===== config.mk =====
export PLATFORM = sky130hd
export DESIGN_NAME = load_store_unit_flat
export DESIGN_NICKNAME = d
export VERILOG_FILES = /design/src/rtl/lsu_pkg.sv /design/src/rtl/load_store_unit_if.sv /design/src/rtl/lsu_byte_lane.sv /design/src/rtl/load_store_unit.sv /design/src/flat_wrapper.sv
export SDC_FILE = /design/constraint.sdc
export NUM_CORES = 1
export LEC_CHECK = 0
export ABC_AREA = 1
export CAP_MARGIN = 15
export CORE_AREA = 5 5 140 142
export CTS_CLUSTER_DIAMETER = 200
export CTS_CLUSTER_SIZE = 28
export DETAILED_ROUTE_END_ITERATION = 8
export DIE_AREA = 0 0 145 147
export HOLD_SLACK_MARGIN = 0.08
export PLACE_DENSITY = 0.79
export RECOVER_POWER = 100
export SLEW_MARGIN = 10
export SYNTH_ARGS = -nofsm -noshare
export SYNTH_HDL_FRONTEND = slang
export SYNTH_HIERARCHICAL = 1
export SYNTH_SLANG_ARGS = --single-unit

===== constraint.sdc =====
create_clock -name clock -period 6.61 [get_ports clock]
set_input_delay 0.661 -clock clock [delete_from_list [all_inputs] [get_ports clock]]
set_output_delay 0.661 -clock clock [all_outputs]
set_load 0.01 [all_outputs]

===== src/rtl/lsu_pkg.sv =====
// Shared types and helpers for the load/store unit: FSM state encoding,
// RV32I funct3 codes, the spanning test and load sign/zero extension.
package lsu_pkg;

    typedef enum logic [2:0] {
        IDLE,
        RD0,
        RD1,
        WR0,
        WR1,
        RESP
    } lsu_state_t;

    localparam logic [2:0] F3_B  = 3'b000;
    localparam logic [2:0] F3_H  = 3'b001;
    localparam logic [2:0] F3_W  = 3'b010;
    localparam logic [2:0] F3_BU = 3'b100;
    localparam logic [2:0] F3_HU = 3'b101;

    // True when the access touches bytes of the following word as well.
    function automatic logic isSpanning(input logic [2:0] funct3, input logic [1:0] offset);
        logic is_half;
        logic is_word;
        is_half = (funct3 == F3_H) || (funct3 == F3_HU);
        is_word = (funct3 == F3_W);
        return (is_half && (offset == 2'd3)) || (is_word && (offset != 2'd0));
    endfunction

    function automatic logic [31:0] extendLoad(input logic [2:0] funct3, input logic [31:0] bytes);
        logic [31:0] res;
        case (funct3)
            F3_B:    res = {{24{bytes[7]}}, bytes[7:0]};
            F3_H:    res = {{16{bytes[15]}}, bytes[15:0]};
            F3_BU:   res = {24'd0, bytes[7:0]};
            F3_HU:   res = {16'd0, bytes[15:0]};
            default: res = bytes;
        endcase
        return res;
    endfunction

endpackage


===== src/rtl/load_store_unit_if.sv =====
// Core-side request/response bundle of the load/store unit.
interface load_store_unit_if #(
    parameter int dataW = 32,
    parameter int addrW = 32
) ();

    logic             reqValid;
    logic             reqReady;
    logic             reqWrite;
    logic [2:0]       reqFunct3;
    logic [addrW-1:0] reqAddr;
    logic [dataW-1:0] reqData;
    logic             respValid;
    logic             respErr;
    logic [dataW-1:0] respData;

    modport master (
        output reqValid, reqWrite, reqFunct3, reqAddr, reqData,
        input  reqReady, respValid, respErr, respData
    );

    modport slave (
        input  reqValid, reqWrite, reqFunct3, reqAddr, reqData,
        output reqReady, respValid, respErr, respData
    );

endinterface


===== src/rtl/lsu_byte_lane.sv =====
// Byte steering for the load/store unit: extracts and extends load bytes from
// the word pair {w1,w0}, and merges store bytes into that pair.
module lsu_byte_lane
    import lsu_pkg::*;
(
    input  logic [2:0]  funct3,
    input  logic [1:0]  offset,
    input  logic [31:0] store_data,
    input  logic [31:0] w0,
    input  logic [31:0] w1,
    input  logic        sel_hi,
    output logic [31:0] load_data,
    output logic [31:0] merged_word
);

    logic [63:0] pair;
    logic [63:0] shifted;
    logic [63:0] ins_data;
    logic [63:0] merged;
    logic [3:0]  size_mask;
    logic [7:0]  byte_mask;

    always_comb begin
        pair    = {w1, w0};
        shifted = pair >> {offset, 3'b000};
        load_data = extendLoad(funct3, shifted[31:0]);

        case (funct3[1:0])
            2'b00:   size_mask = 4'b0001;
            2'b01:   size_mask = 4'b0011;
            default: size_mask = 4'b1111;
        endcase
        byte_mask = {4'b0000, size_mask} << offset;
        ins_data  = {32'd0, store_data} << {offset, 3'b000};

        // Unaddressed bytes keep the value read from RAM.
        merged = pair;
        for (int k = 0; k < 8; k++) begin
            if (byte_mask[k]) begin
                merged[8*k +: 8] = ins_data[8*k +: 8];
            end
        end
        merged_word = sel_hi ? merged[63:32] : merged[31:0];
    end

endmodule


===== src/rtl/load_store_unit.sv =====
// RV32I load/store unit in front of a word-only RAM: sub-word stores via
// read-modify-write. LSU_MISALIGNED_SPLIT_EN enables split spanning accesses.
module load_store_unit
    import lsu_pkg::*;
#(
    parameter int dataW = 32,
    parameter int addrW = 32
) (
    input  logic              clock,
    input  logic              reset,
    load_store_unit_if.slave  core,
    output logic [addrW-1:0]  RAMAddr,
    output logic [dataW-1:0]  RAMDataIn,
    output logic              WriteControl,
    input  logic [dataW-1:0]  RAMDataOut
);

    lsu_state_t       state_q, state_d;
    logic             write_q, write_d;
    logic [2:0]       funct3_q, funct3_d;
    logic [addrW-1:0] addr_q, addr_d;
    logic [dataW-1:0] data_q, data_d;
    logic [dataW-1:0] w0_q, w0_d;
    logic             err_q, err_d;
    logic [dataW-1:0] resp_data_q, resp_data_d;
`ifdef LSU_MISALIGNED_SPLIT_EN
    logic [dataW-1:0] w1_q, w1_d;
    logic [addrW-1:0] word1;
`endif

    logic [addrW-1:0] word0;
    logic [2:0]       req_f3;
    logic [1:0]       req_off;
    logic             req_illegal;
    logic             spanning;
    logic             wr_en;
    logic [dataW-1:0] lane_w0;
    logic [dataW-1:0] lane_w1;
    logic             lane_sel_hi;
    logic [dataW-1:0] lane_load;
    logic [dataW-1:0] lane_merged;

    assign word0 = {addr_q[addrW-1:2], 2'b00};
`ifdef LSU_MISALIGNED_SPLIT_EN
    assign word1       = word0 + addrW'(4);
    assign spanning    = isSpanning(funct3_q, addr_q[1:0]);
    assign lane_w1     = (state_q == RD1) ? RAMDataOut : w1_q;
    assign lane_sel_hi = (state_q == WR1);
`else
    assign spanning    = 1'b0;
    assign lane_w1     = '0;
    assign lane_sel_hi = 1'b0;
`endif
    // While a read is in flight the lane sees the live RAM word directly.
    assign lane_w0 = (state_q == RD0) ? RAMDataOut : w0_q;

    lsu_byte_lane u_byte_lane (
        .funct3      (funct3_q),
        .offset      (addr_q[1:0]),
        .store_data  (data_q),
        .w0          (lane_w0),
        .w1          (lane_w1),
        .sel_hi      (lane_sel_hi),
        .load_data   (lane_load),
        .merged_word (lane_merged)
    );

    always_comb begin
        req_f3  = core.reqFunct3;
        req_off = core.reqAddr[1:0];
        req_illegal = (req_f3 == 3'b011) || (req_f3[2:1] == 2'b11) ||
                      (core.reqWrite && req_f3[2]);
`ifndef LSU_MISALIGNED_SPLIT_EN
        req_illegal = req_illegal ||
                      ((req_f3[1:0] == 2'b01) && req_off[0]) ||
                      ((req_f3 == F3_W) && (req_off != 2'd0));
`endif
    end

    always_ff @(posedge clock) begin
        if (!reset) begin
            state_q     <= IDLE;
            write_q     <= 1'b0;
            funct3_q    <= 3'd0;
            addr_q      <= '0;
            data_q      <= '0;
            w0_q        <= '0;
            err_q       <= 1'b0;
            resp_data_q <= '0;
`ifdef LSU_MISALIGNED_SPLIT_EN
            w1_q        <= '0;
`endif
        end else begin
            state_q     <= state_d;
            write_q     <= write_d;
            funct3_q    <= funct3_d;
            addr_q      <= addr_d;
            data_q      <= data_d;
            w0_q        <= w0_d;
            err_q       <= err_d;
            resp_data_q <= resp_data_d;
`ifdef LSU_MISALIGNED_SPLIT_EN
            w1_q        <= w1_d;
`endif
        end
    end

    always_comb begin
        state_d     = state_q;
        write_d     = write_q;
        funct3_d    = funct3_q;
        addr_d      = addr_q;
        data_d      = data_q;
        w0_d        = w0_q;
        err_d       = err_q;
        resp_data_d = resp_data_q;
`ifdef LSU_MISALIGNED_SPLIT_EN
        w1_d        = w1_q;
`endif
        case (state_q)
            IDLE: begin
                if (core.reqValid) begin
                    write_d  = core.reqWrite;
                    funct3_d = req_f3;
                    addr_d   = core.reqAddr;
                    data_d   = core.reqData;
                    if (req_illegal) begin
                        state_d     = RESP;
                        err_d       = 1'b1;
                        resp_data_d = '0;
                    end else if (core.reqWrite && (req_f3 == F3_W) && (req_off == 2'd0)) begin
                        state_d = WR0;
                    end else begin
                        state_d = RD0;
                    end
                end
            end
            RD0: begin
                w0_d = RAMDataOut;
                if (spanning) begin
                    state_d = RD1;
                end else if (write_q) begin
                    state_d = WR0;
                end else begin
                    state_d     = RESP;
                    err_d       = 1'b0;
                    resp_data_d = lane_load;
                end
            end
`ifdef LSU_MISALIGNED_SPLIT_EN
            RD1: begin
                w1_d = RAMDataOut;
                if (write_q) begin
                    state_d = WR0;
                end else begin
                    state_d     = RESP;
                    err_d       = 1'b0;
                    resp_data_d = lane_load;
                end
            end
            WR1: begin
                state_d     = RESP;
                err_d       = 1'b0;
                resp_data_d = '0;
            end
`endif
            WR0: begin
                if (spanning) begin
                    state_d = WR1;
                end else begin
                    state_d     = RESP;
                    err_d       = 1'b0;
                    resp_data_d = '0;
                end
            end
            RESP:    state_d = IDLE;
            default: state_d = IDLE;
        endcase
    end

    always_comb begin
        core.reqReady  = (state_q == IDLE);
        core.respValid = (state_q == RESP);
        core.respErr   = err_q;
        core.respData  = resp_data_q;
        RAMAddr   = '0;
        RAMDataIn = '0;
        wr_en     = 1'b0;
        case (state_q)
            RD0: RAMAddr = word0;
            WR0: begin
                RAMAddr   = word0;
                RAMDataIn = lane_merged;
                wr_en     = 1'b1;
            end
`ifdef LSU_MISALIGNED_SPLIT_EN
            RD1: RAMAddr = word1;
            WR1: begin
                RAMAddr   = word1;
                RAMDataIn = lane_merged;
                wr_en     = 1'b1;
            end
`endif
            default: ;
        endcase
        // A reset landing in the middle of a read-modify-write must not write.
        WriteControl = wr_en && reset;
    end

endmodule


===== src/flat_wrapper.sv =====
// flat-port wrapper written by rule: the top's interface ports become plain ports
module load_store_unit_flat import lsu_pkg::*;
#(
    parameter int dataW = 32,
    parameter int addrW = 32
)
  (clock, reset, RAMAddr, RAMDataIn, WriteControl, RAMDataOut, core_reqValid, core_reqWrite, core_reqFunct3, core_reqAddr, core_reqData, core_reqReady, core_respValid, core_respErr, core_respData);
  load_store_unit_if #(.dataW(dataW), .addrW(addrW)) core_i ();
  input  logic clock;
  input  logic reset;
  output logic [addrW-1:0] RAMAddr;
  output logic [dataW-1:0] RAMDataIn;
  output logic WriteControl;
  input  logic [dataW-1:0] RAMDataOut;
  input wire logic [$bits(core_i.reqValid)-1:0] core_reqValid;
  input wire logic [$bits(core_i.reqWrite)-1:0] core_reqWrite;
  input wire logic [$bits(core_i.reqFunct3)-1:0] core_reqFunct3;
  input wire logic [$bits(core_i.reqAddr)-1:0] core_reqAddr;
  input wire logic [$bits(core_i.reqData)-1:0] core_reqData;
  output wire logic [$bits(core_i.reqReady)-1:0] core_reqReady;
  output wire logic [$bits(core_i.respValid)-1:0] core_respValid;
  output wire logic [$bits(core_i.respErr)-1:0] core_respErr;
  output wire logic [$bits(core_i.respData)-1:0] core_respData;
  assign core_i.reqValid = core_reqValid;
  assign core_i.reqWrite = core_reqWrite;
  assign core_i.reqFunct3 = core_reqFunct3;
  assign core_i.reqAddr = core_reqAddr;
  assign core_i.reqData = core_reqData;
  assign core_reqReady = core_i.reqReady;
  assign core_respValid = core_i.respValid;
  assign core_respErr = core_i.respErr;
  assign core_respData = core_i.respData;
  load_store_unit #(.dataW(dataW), .addrW(addrW)) u_core (.clock(clock), .reset(reset), .core(core_i), .RAMAddr(RAMAddr), .RAMDataIn(RAMDataIn), .WriteControl(WriteControl), .RAMDataOut(RAMDataOut));
endmodule

# Word level (Yosys, flattened, before mapping)
# Index checks and enable logic that the tools add are counted.
dict set report word_totals {
  inputBits 103
  out_inout_bits 100
  word_cells 67
  regBits 136
}
dict set report classes {
  reduce_logical 19
  muxes 23
  shift 3
  eq_ne 14
}
# op count
set op_table {}
lappend op_table {{2-to-1 mux 32 bit} 6}
lappend op_table {{one-hot mux 32 bit (4 select lines)} 1}
lappend op_table {{one-hot mux 32 bit (3 select lines)} 1}
lappend op_table {{2-to-1 mux 8 bit} 4}
lappend op_table {{<< shifter 32 x 5 -> 32 bit} 1}
lappend op_table {{right shift 32 x 5 -> 32 bit} 1}
lappend op_table {{== test 3 x 2 -> 1 bit, second input constant} 3}
lappend op_table {{== test 3 bit, second input constant} 3}
lappend op_table {{2-to-1 mux 3 bit} 3}
lappend op_table {{one-hot mux 3 bit (3 select lines)} 1}
lappend op_table {{one-hot mux 4 bit (2 select lines)} 1}
lappend op_table {{== test 3 x 1 -> 1 bit, second input constant} 2}
lappend op_table {{logical AND 1 bit} 6}
lappend op_table {{zero test 3 bit} 2}
lappend op_table {{== test 2 x 1 -> 1 bit, second input constant} 2}
lappend op_table {{zero test 2 bit} 2}
lappend op_table {{logical OR 1 bit} 4}
lappend op_table {{2-to-1 mux 1 bit} 4}
lappend op_table {{inequality test 2 bit, second input constant} 2}
lappend op_table {{AND reduction 4 bit} 1}
lappend op_table {{<< shifter 4 x 2 -> 4 bit} 1}
lappend op_table {{one-hot mux 1 bit (3 select lines)} 1}
lappend op_table {{nonzero test 3 bit} 1}
lappend op_table {{== test 2 bit, second input constant} 1}
lappend op_table {{other kinds (5)} 5}

# Depth between registers and ports, before layout
# Gate-level depths: netlist (run 1).
dict set report depth {
  depth_word 8
  mapped_depth 18
  depth_no_buf 16
}

# Modules after synthesis
# The synthesis (run 1) kept the hierarchy.
# module seq_area_each_um2 area_per_inst_um2 cells_each n_inst
set modules_own_cells {}
lappend modules_own_cells {load_store_unit 2722.6 6083.3 876 1}
lappend modules_own_cells {lsu_byte_lane 0.0 2825.2 603 1}

# Least setup slack after synthesis (run 1)
# OpenSTA, ideal clock, no wires.
dict set report synth_timing {
  kind {reg-to-output}
  from {reg u_core.state_q[0]}
  to {out RAMDataIn[23]}
  arrival_ns 1.641
  slack_ns 4.308
  t_required_ns 5.949
  path_stages_with_launch 13
  path_buffers 1
  cell_sequence {dfxtp_1 nand2_2 nor2_8 clkbuf_2 or2_2 inv_1 a21oi_1 inv_1 nand2_1 nand3_1 nand2_1 inv_1 nor2_1}
}
dict set report synth_between {
  elab_chain_len 4
  elab_cells_between_ends 5
  cone_classes {2 x eq/ne; 3 x mux}
}
# item line_no
set synth_lines {}
lappend synth_lines {{from (decl)} load_store_unit.sv:18} ;# lsu_state_t state_q, state_d;
lappend synth_lines {{from (signal assigned)} load_store_unit.sv:94} ;# state_q <= state_d;
lappend synth_lines {{== test 3 x 1 -> 1 bit} load_store_unit.sv:55} ;# assign lane_w0 = (state_q == RD0) ? RAMDataOut : w0_q;
lappend synth_lines {{2-to-1 mux 32 bit} load_store_unit.sv:55}
lappend synth_lines {{net u_core.lane_w0[23]} load_store_unit.sv:37} ;# logic [dataW-1:0] lane_w0;
lappend synth_lines {{2-to-1 mux 8 bit} lsu_byte_lane.sv:39} ;# if (byte_mask[k]) begin
lappend synth_lines {{net u_core.lane_merged[23]} load_store_unit.sv:41} ;# logic [dataW-1:0] lane_merged;
lappend synth_lines {{2-to-1 mux 32 bit} load_store_unit.sv:189} ;# case (state_q)
lappend synth_lines {{to (decl)} flat_wrapper.sv:12} ;# output logic [dataW-1:0] RAMDataIn;
# The timed path passes the listed nets, and every way through them passes these cells.

# Worst setup path in the final report (run 1)
dict set report layout_timing {
  from {reg u_core.state_q[0]}
  to {out RAMDataIn[14]}
}
# Same word-level chain as after synthesis.

==> out/metrics.yaml, run 1 <==
outcome:
  status: "finished, violations left"
  violations: "capacitance limit, slew limit"
sta:
  setup_viol: 0
  clock_skew_ps: 11.8
  fin_crit_sh_pct: 76.2
  tns_ps: 0
  fmax_mhz: 199
  tightest_slew_ps: 2450
  period_needed_ps: 5040
  rsz0062_at_grt: "false"
  maxSlewViolCount: 168
  relSlewSlack_pct: -63.2
  hold_viol_final: 0
cts:
  path_clk_slew_ps: 60
  numCtsBuffers: 17
  clockBufferDepth: 2
  cts-resized-gates: 0
  cts_tree: "done"
  htree_levels: 4
  ctsHoldBuffers: 0
  post_cts_buffers: 0
  cts_sinks: 136
  clk_latency_ps: 420
  root_buffer: "clkbuf_16"
global_routing:
  grt_pass1_wl_um: 46000
  use_met3_pct: 4.97
  grt_max_degree: 101
  grt_use_met2_pct: 40.8
  grt_use_met1_pct: 36.2
  antenna_found_initial: 0
  grt_use_total_pct: 26.0
  overflow: 0
  first_global_vias: 9061
  grt_busiest_layer: "met2"
route:
  drc: 0
  dr.pass1.iters: 6
  num_vias: 9891
  drt_iter0_markers: 1078
  antenna_left: 0
  avgViaCountPerCell: 5.19
  avgRoutedWirePerCell_um: 15.1
  drt-total-wl_um: 28800
finish:
  diodes: 0
  final_net_count: 1761
  utilization_pct: 62.9
  nFillCells: 1790
  final_cells: 1905
  multi_input_area_um2: 4950
  area_delta_synth_final_pct: 29.3
  drive_gt1_share_pct: 5.98
  ff_latch_area_um2: 2720
place:
  dpl.hpwl_um: 20900
  place_congestion: 0.946
  portBuffers: 200
  dp_cells: 1873
die:
  fp.dieW_um: 145
  rows: 50
  ios: 203
  dieArea_um2: 21300
  start_util_pct: 48.6
  die_h_um: 147
  coreArea_um2: 18300
synthesis:
  synthTopCellsByArea: "dfxtp_1 (31%), nand2_1 (13%), a21oi_1 (9.5%)"
  synth_top_area_share_pct: 30.6
  synth.avg_cell_area_um2: 6.02
  ys_ff_latch: 136
  yosysUniqueCellTypes: 33
  syn_area_um2: 8910
  syn_inst: 1479
  ys_seq_area_share_pct: 30.6
  ys.warnings.count: 6
  yosysTopAreaCell: "dfxtp_1"
critical_path:
  cp_max_fo: 42
  cp.required_ps: 5950
  cp.arrival_ps: 4370
  crit_type: "reg2out"
  endpoint_kind: "primary output"
  worst_setup_path_start_kind: "flip-flop"
power:
  power-per-cell-area_nw_per_um2: 240
  leakage_nw: 5.33
  total_power_mw: 2.77
  vdd_ir_drop_max_mv: 0.159
hold_path:
  holdCritPathClass: "reg2reg"
flow_run:
  max_cap_violations: 3
-- path summary, 6_finish.rpt --
check / from / end / slack (ps) / cells past startpoint
min: u_core/addr_q[27] / u_core/addr_q[27] / 450 / 2
min reg2reg: u_core/addr_q[27] / u_core/addr_q[27] / 450 / 2
max reg2reg: u_core/state_q[0] / u_core/core.respData[12] / 2380 / 14
max: u_core/state_q[0] / RAMDataIn[14] / 1570 / 11
-- report_power, final --
| part | internal (mW) | total (mW) | switching (mW) |
|---|---|---|---|
| registers | 0.905 | 0.947 | 0.0415 |
| clock network | 0.629 | 1.01 | 0.384 |
| logic | 0.302 | 0.808 | 0.506 |
| total | 1.84 | 2.77 | 0.931 |
-- metal layers --
layer	routed length, µm	vias up	part of all wire [%]
met4	696	0	2.4
li1	-	5008	-
met1	12800	4427	44
met3	2440	51	8.5
met5	0	-	0
met2	12900	405	45
-- placed cells by master, fill, tap and decap left out, drive strengths merged --
cell type	count
nand2	330
inv	237
a21oi	170
nand3	152
nor2	149
dfxtp	136
clkdlybuf4s50	106
o21ai	103
dlygate4sd3	93
conb	57
or2	33
a211oi	32
o211ai	27
clkbuf	23
o22ai	7
buf	6
bufinv	3
clkinv	3
clkinvlp	2
nand3b	1
a21o	1
-- sequential cells by signal, summed over array words and instances, names as in the netlist --
register              cells
u_core/addr_q            32
u_core/core.respData     32
u_core/data_q            32
u_core/w0_q              32
u_core/funct3_q           3
u_core/state_q            3
u_core/core.respErr       1
u_core/write_q            1
-- metrics by stage --
stage	setup WS, ps	instance area [µm²]	hold WS, ps
6_report	1570	11500	453
5_1_grt	998	11500	479
4_1_cts	2080	11600	456
3_5_place_dp	2540	10900	446
3_3_place_gp	2600	10900	439
2_1_floorplan	4310	9120	430
-- cells by family after synthesis --
group | after synthesis | synth area share, %
buffers and inverters | 337 | 16.0
and+or+nand+nor | 665 | 32.2
other | 1 | 0.0421
AOI/OAI and AO/OA | 340 | 21.2
DFF | 136 | 30.6
-- synthesized netlist by cell type, drive strengths merged --
| master | count |
|---|---|
| nand2 | 330 |
| inv | 233 |
| a21oi | 170 |
| nand3 | 152 |
| nor2 | 149 |
| dfxtp | 136 |
| o21ai | 103 |
| buf | 67 |
| clkbuf | 37 |
| or2 | 33 |
| a211oi | 32 |
| o211ai | 27 |
| o22ai | 7 |
| a21o | 1 |
| conb | 1 |
| nand3b | 1 |
-- area by class of cell --
cell class / count / area share [%]
sequential: 136 / 23.6
inverter: 233 / 7.61
clock inverter: 12 / 1.41
tap: 234 / 2.54
clock buffer: 20 / 4.05
timing repair buffer: 208 / 17.8
multi-input combinational: 1062 / 43.0
-- critical path: stages (launching register included) --
cell             delay, ps
dfxtp_1                410
nand2_1                720
nor2_8                 730
buf_4                  380
or2_2                  160
inv_1                   40
a21oi_1                390
a21oi_1                130
o21ai_0                270
inv_1                   70
nor2_1                 100
clkdlybuf4s50_1        540
(Power assumes the default switching activity.)
==> run 2: changes to the inputs <==
CORE_AREA = 5 5 146 148   (was 5 5 140 142)
DIE_AREA = 0 0 151 153   (was 0 0 145 147)
PLACE_DENSITY = 0.76   (was 0.79)
clock period = 4.1 ns   (was 6.61 ns; I/O delays follow)
==> run 2 against run 1 <==
- the flow still finishes with violations (capacitance limit, slew limit)
- clock power grew 53%
- register-to-register slack lost 1800 ps
- global-route usage shrank 0.91 points
- worst hold slack lost 0.61 ps
- sequential share of layout area shrank 0.15 points
- combinational power grew 63%
- utilization shrank 4.6 points
- first-iteration DRC count shrank 14%
- wire length grew 2.8%
- via count shrank 0.30%
- total power grew 59%
- largest cell class unchanged
- largest power group unchanged
==> out/metrics.yaml, run 2 (synthesized netlist as in run 1, its figures left out) <==
outcome:
  status: "finished, violations left"  # unchanged
  violations: "capacitance limit, slew limit"  # unchanged
critical_path:
  worst_setup_path_start_kind: "flip-flop"  # unchanged
  slowest_stage: "dlygate4sd3_1"  # was nor2_8
  cp_num_buf_inv: 4  # unchanged
  path_cells: "inv_2, nand2_1, inv_1, nand2_1, o211ai_1, nand2_1, inv_1, nor2_1, dlygate4sd3_1"  # was nand2_1, nor2_8, buf_4, or2_2, inv_1, a21oi_1, a21oi_1, o21ai_0, inv_1, nor2_1, clkdlybuf4s50_1
  endpoint_kind: "primary output"  # unchanged
  cp_max_fo: 36  # was 42
  cp.required_ps: 3690  # was 5950 ps
  r2r-end: "u_core/core.respData[9]"  # was u_core/core.respData[12]
  r2r-start: "u_core/state_q[2]"  # was u_core/state_q[0]
  crit_type: "reg2out"  # unchanged
  crit_top_cell: "nand2_1"
  rrSetupSlack_ps: 590  # was 2380 ps
  cpLargestDelayFamily: "buffers and inverters"  # was simple AND/OR/NAND/NOR gates
  slowest_delay_ps: 610  # was 730 ps
  worstRegToRegCells: 10  # was 14
  cp.arrival_ps: 3400  # was 4370 ps
route:
  drt_iter0_markers: 932  # was 1078
  drt-total-wl_um: 29600  # was 28800 µm
  antenna_left: 0  # unchanged
  avgRoutedWirePerCell_um: 15.2  # was 15.1 µm
  dr.pass1.iters: 6  # unchanged
  drc: 0  # unchanged
  avgViaCountPerCell: 5.06  # was 5.19
  num_vias: 9861  # was 9891
place:
  dpl.hpwl_um: 21600  # was 20900 µm
  dp_cells: 1916  # was 1873
  place_congestion: 0.927  # was 0.946
  portBuffers: 200  # unchanged
die:
  fp.dieW_um: 151  # was 145 µm
  rows: 52  # was 50
  start_util_pct: 44.7  # was 48.6%
  coreArea_um2: 19900  # was 18300 µm²
  dieArea_um2: 23100  # was 21300 µm²
  ios: 203  # unchanged
  die_h_um: 153  # was 147 µm
cts:
  ctsHoldBuffers: 0  # unchanged
  cts_tree: "done"  # unchanged
  cts_sinks: 136  # unchanged
  cts-resized-gates: 0  # unchanged
  numCtsBuffers: 17  # unchanged
  root_buffer: "clkbuf_16"  # unchanged
  htree_levels: 4  # unchanged
  path_clk_slew_ps: 70  # was 60 ps
  clk_latency_ps: 420  # about the same
  clockBufferDepth: 2  # unchanged
  post_cts_buffers: 0  # unchanged
global_routing:
  grt_pass1_wl_um: 46600  # was 46000 µm
  overflow: 0  # unchanged
  antenna_found_initial: 0  # unchanged
  first_global_vias: 8939  # was 9061
  grt_use_total_pct: 25.1  # was 26.0%
  grt_max_degree: 100  # was 101
finish:
  diodes: 0  # unchanged
  utilization_pct: 58.2  # was 62.9%
  final_net_count: 1768  # was 1761
  mostFrequentLayoutCell: "nand2_1"  # unchanged
  final_cell_mix: "nand2_1 (321), inv_1 (225), a21oi_1 (169), nand3_1 (150), nor2_1 (144)"  # was nand2_1 (322), inv_1 (223), a21oi_1 (169), nand3_1 (150), nor2_1 (144)
  area_delta_synth_final_pct: 30.2  # was 29.3%
  final_cells: 1948  # was 1905
  nFillCells: 2061  # was 1790
  drive_gt1_share_pct: 6.32  # was 5.98%
power:
  vdd_ir_drop_max_mv: 0.272  # was 0.159 mV
  leakage_nw: 5.34  # was 5.33 nW
  power-per-cell-area_nw_per_um2: 379  # was 240 nW/µm²
hold_path:
  hold_depth: 2  # unchanged
  holdCritPathClass: "reg2reg"  # unchanged
  min-delay-start: "u_core/addr_q[23]"  # was u_core/addr_q[27]
  min_delay_worst_endpoint: "u_core/addr_q[23]"  # was u_core/addr_q[27]
sta:
  tightest_slew_ps: 1550  # was 2450 ps
  hold_viol_final: 0  # unchanged
  rsz0062_at_grt: "false"  # unchanged
  setup_viol: 0  # unchanged
  fin_crit_sh_pct: 93.0
  period_needed_ps: 3810
  maxSlewViolCount: 72  # was 168
  clock_skew_ps: 9.28  # was 11.8 ps
  relSlewSlack_pct: -3.23  # was -63.2%
  fmax_mhz: 262
  tns_ps: 0  # unchanged
flow_run:
  max_cap_violations: 1  # was 3
run 2: per-stage QoR:
| stage | hold WS, ps | power, mW | worst slack (ps) | area (µm²) |
|---|---|---|---|---|
| after floorplan | 430 | 2.44 | 2010 | 9120 |
| after global placement | 439 | 2.86 | 1070 | 11000 |
| after detailed placement | 445 | 2.88 | 1030 | 11000 |
| after CTS | 456 | 4.44 | 550 | 11600 |
| after global routing | 472 | 4.66 | 140 | 11600 |
| final | 452 | 4.39 | 288 | 11600 |
run 2: cell type report:
cell class / count / area, µm² / area share [%]
Clock buffer: 20 / 467 / 4.03
Clock inverter: 12 / 128 / 1.10
Inverter: 233 / 877 / 7.56
Multi-Input combinational cell: 1062 / 4960 / 42.8
Sequential cell: 136 / 2720 / 23.5
Tap cell: 270 / 338 / 2.91
Timing Repair Buffer: 215 / 2100 / 18.1
run 2: how the worst max path moves through the flow:
stage	startpoint	slack, ps	end	cells past startpoint
5_1_grt	u_core/state_q[0]	140	RAMDataIn[23]	13
3_3_place_gp	u_core/state_q[0]	1070	RAMDataIn[23]	13
3_5_place_dp	u_core/state_q[0]	1030	RAMDataIn[23]	13
6_report	u_core/addr_q[0]	290	RAMDataIn[1]	9
2_1_floorplan	u_core/state_q[0]	2010	u_core/core.respData[27]	16
4_1_cts	u_core/state_q[0]	550	RAMDataIn[23]	13
run 2: report_power, final:
group	total [mW]	internal [mW]	switching [mW]
registers	1.52	1.46	0.0656
logic	1.32	0.494	0.826
clock network	1.55	0.902	0.648
run 2: tightest hold or removal path, stage by stage (launching register included):
cell	delay, ps
dfxtp_1	300
inv_1	60
a21oi_1	50
run 2: routing by layer:
metal | part of all wire (%) | vias to the layer above | global-route usage, %
met5 | 0 | - | 0
li1 | - | 5027 | -
met1 | 45 | 4404 | 35.9
met3 | 8.0 | 44 | 4.56
met2 | 44 | 386 | 38.3
met4 | 2.5 | 0 | 7.60
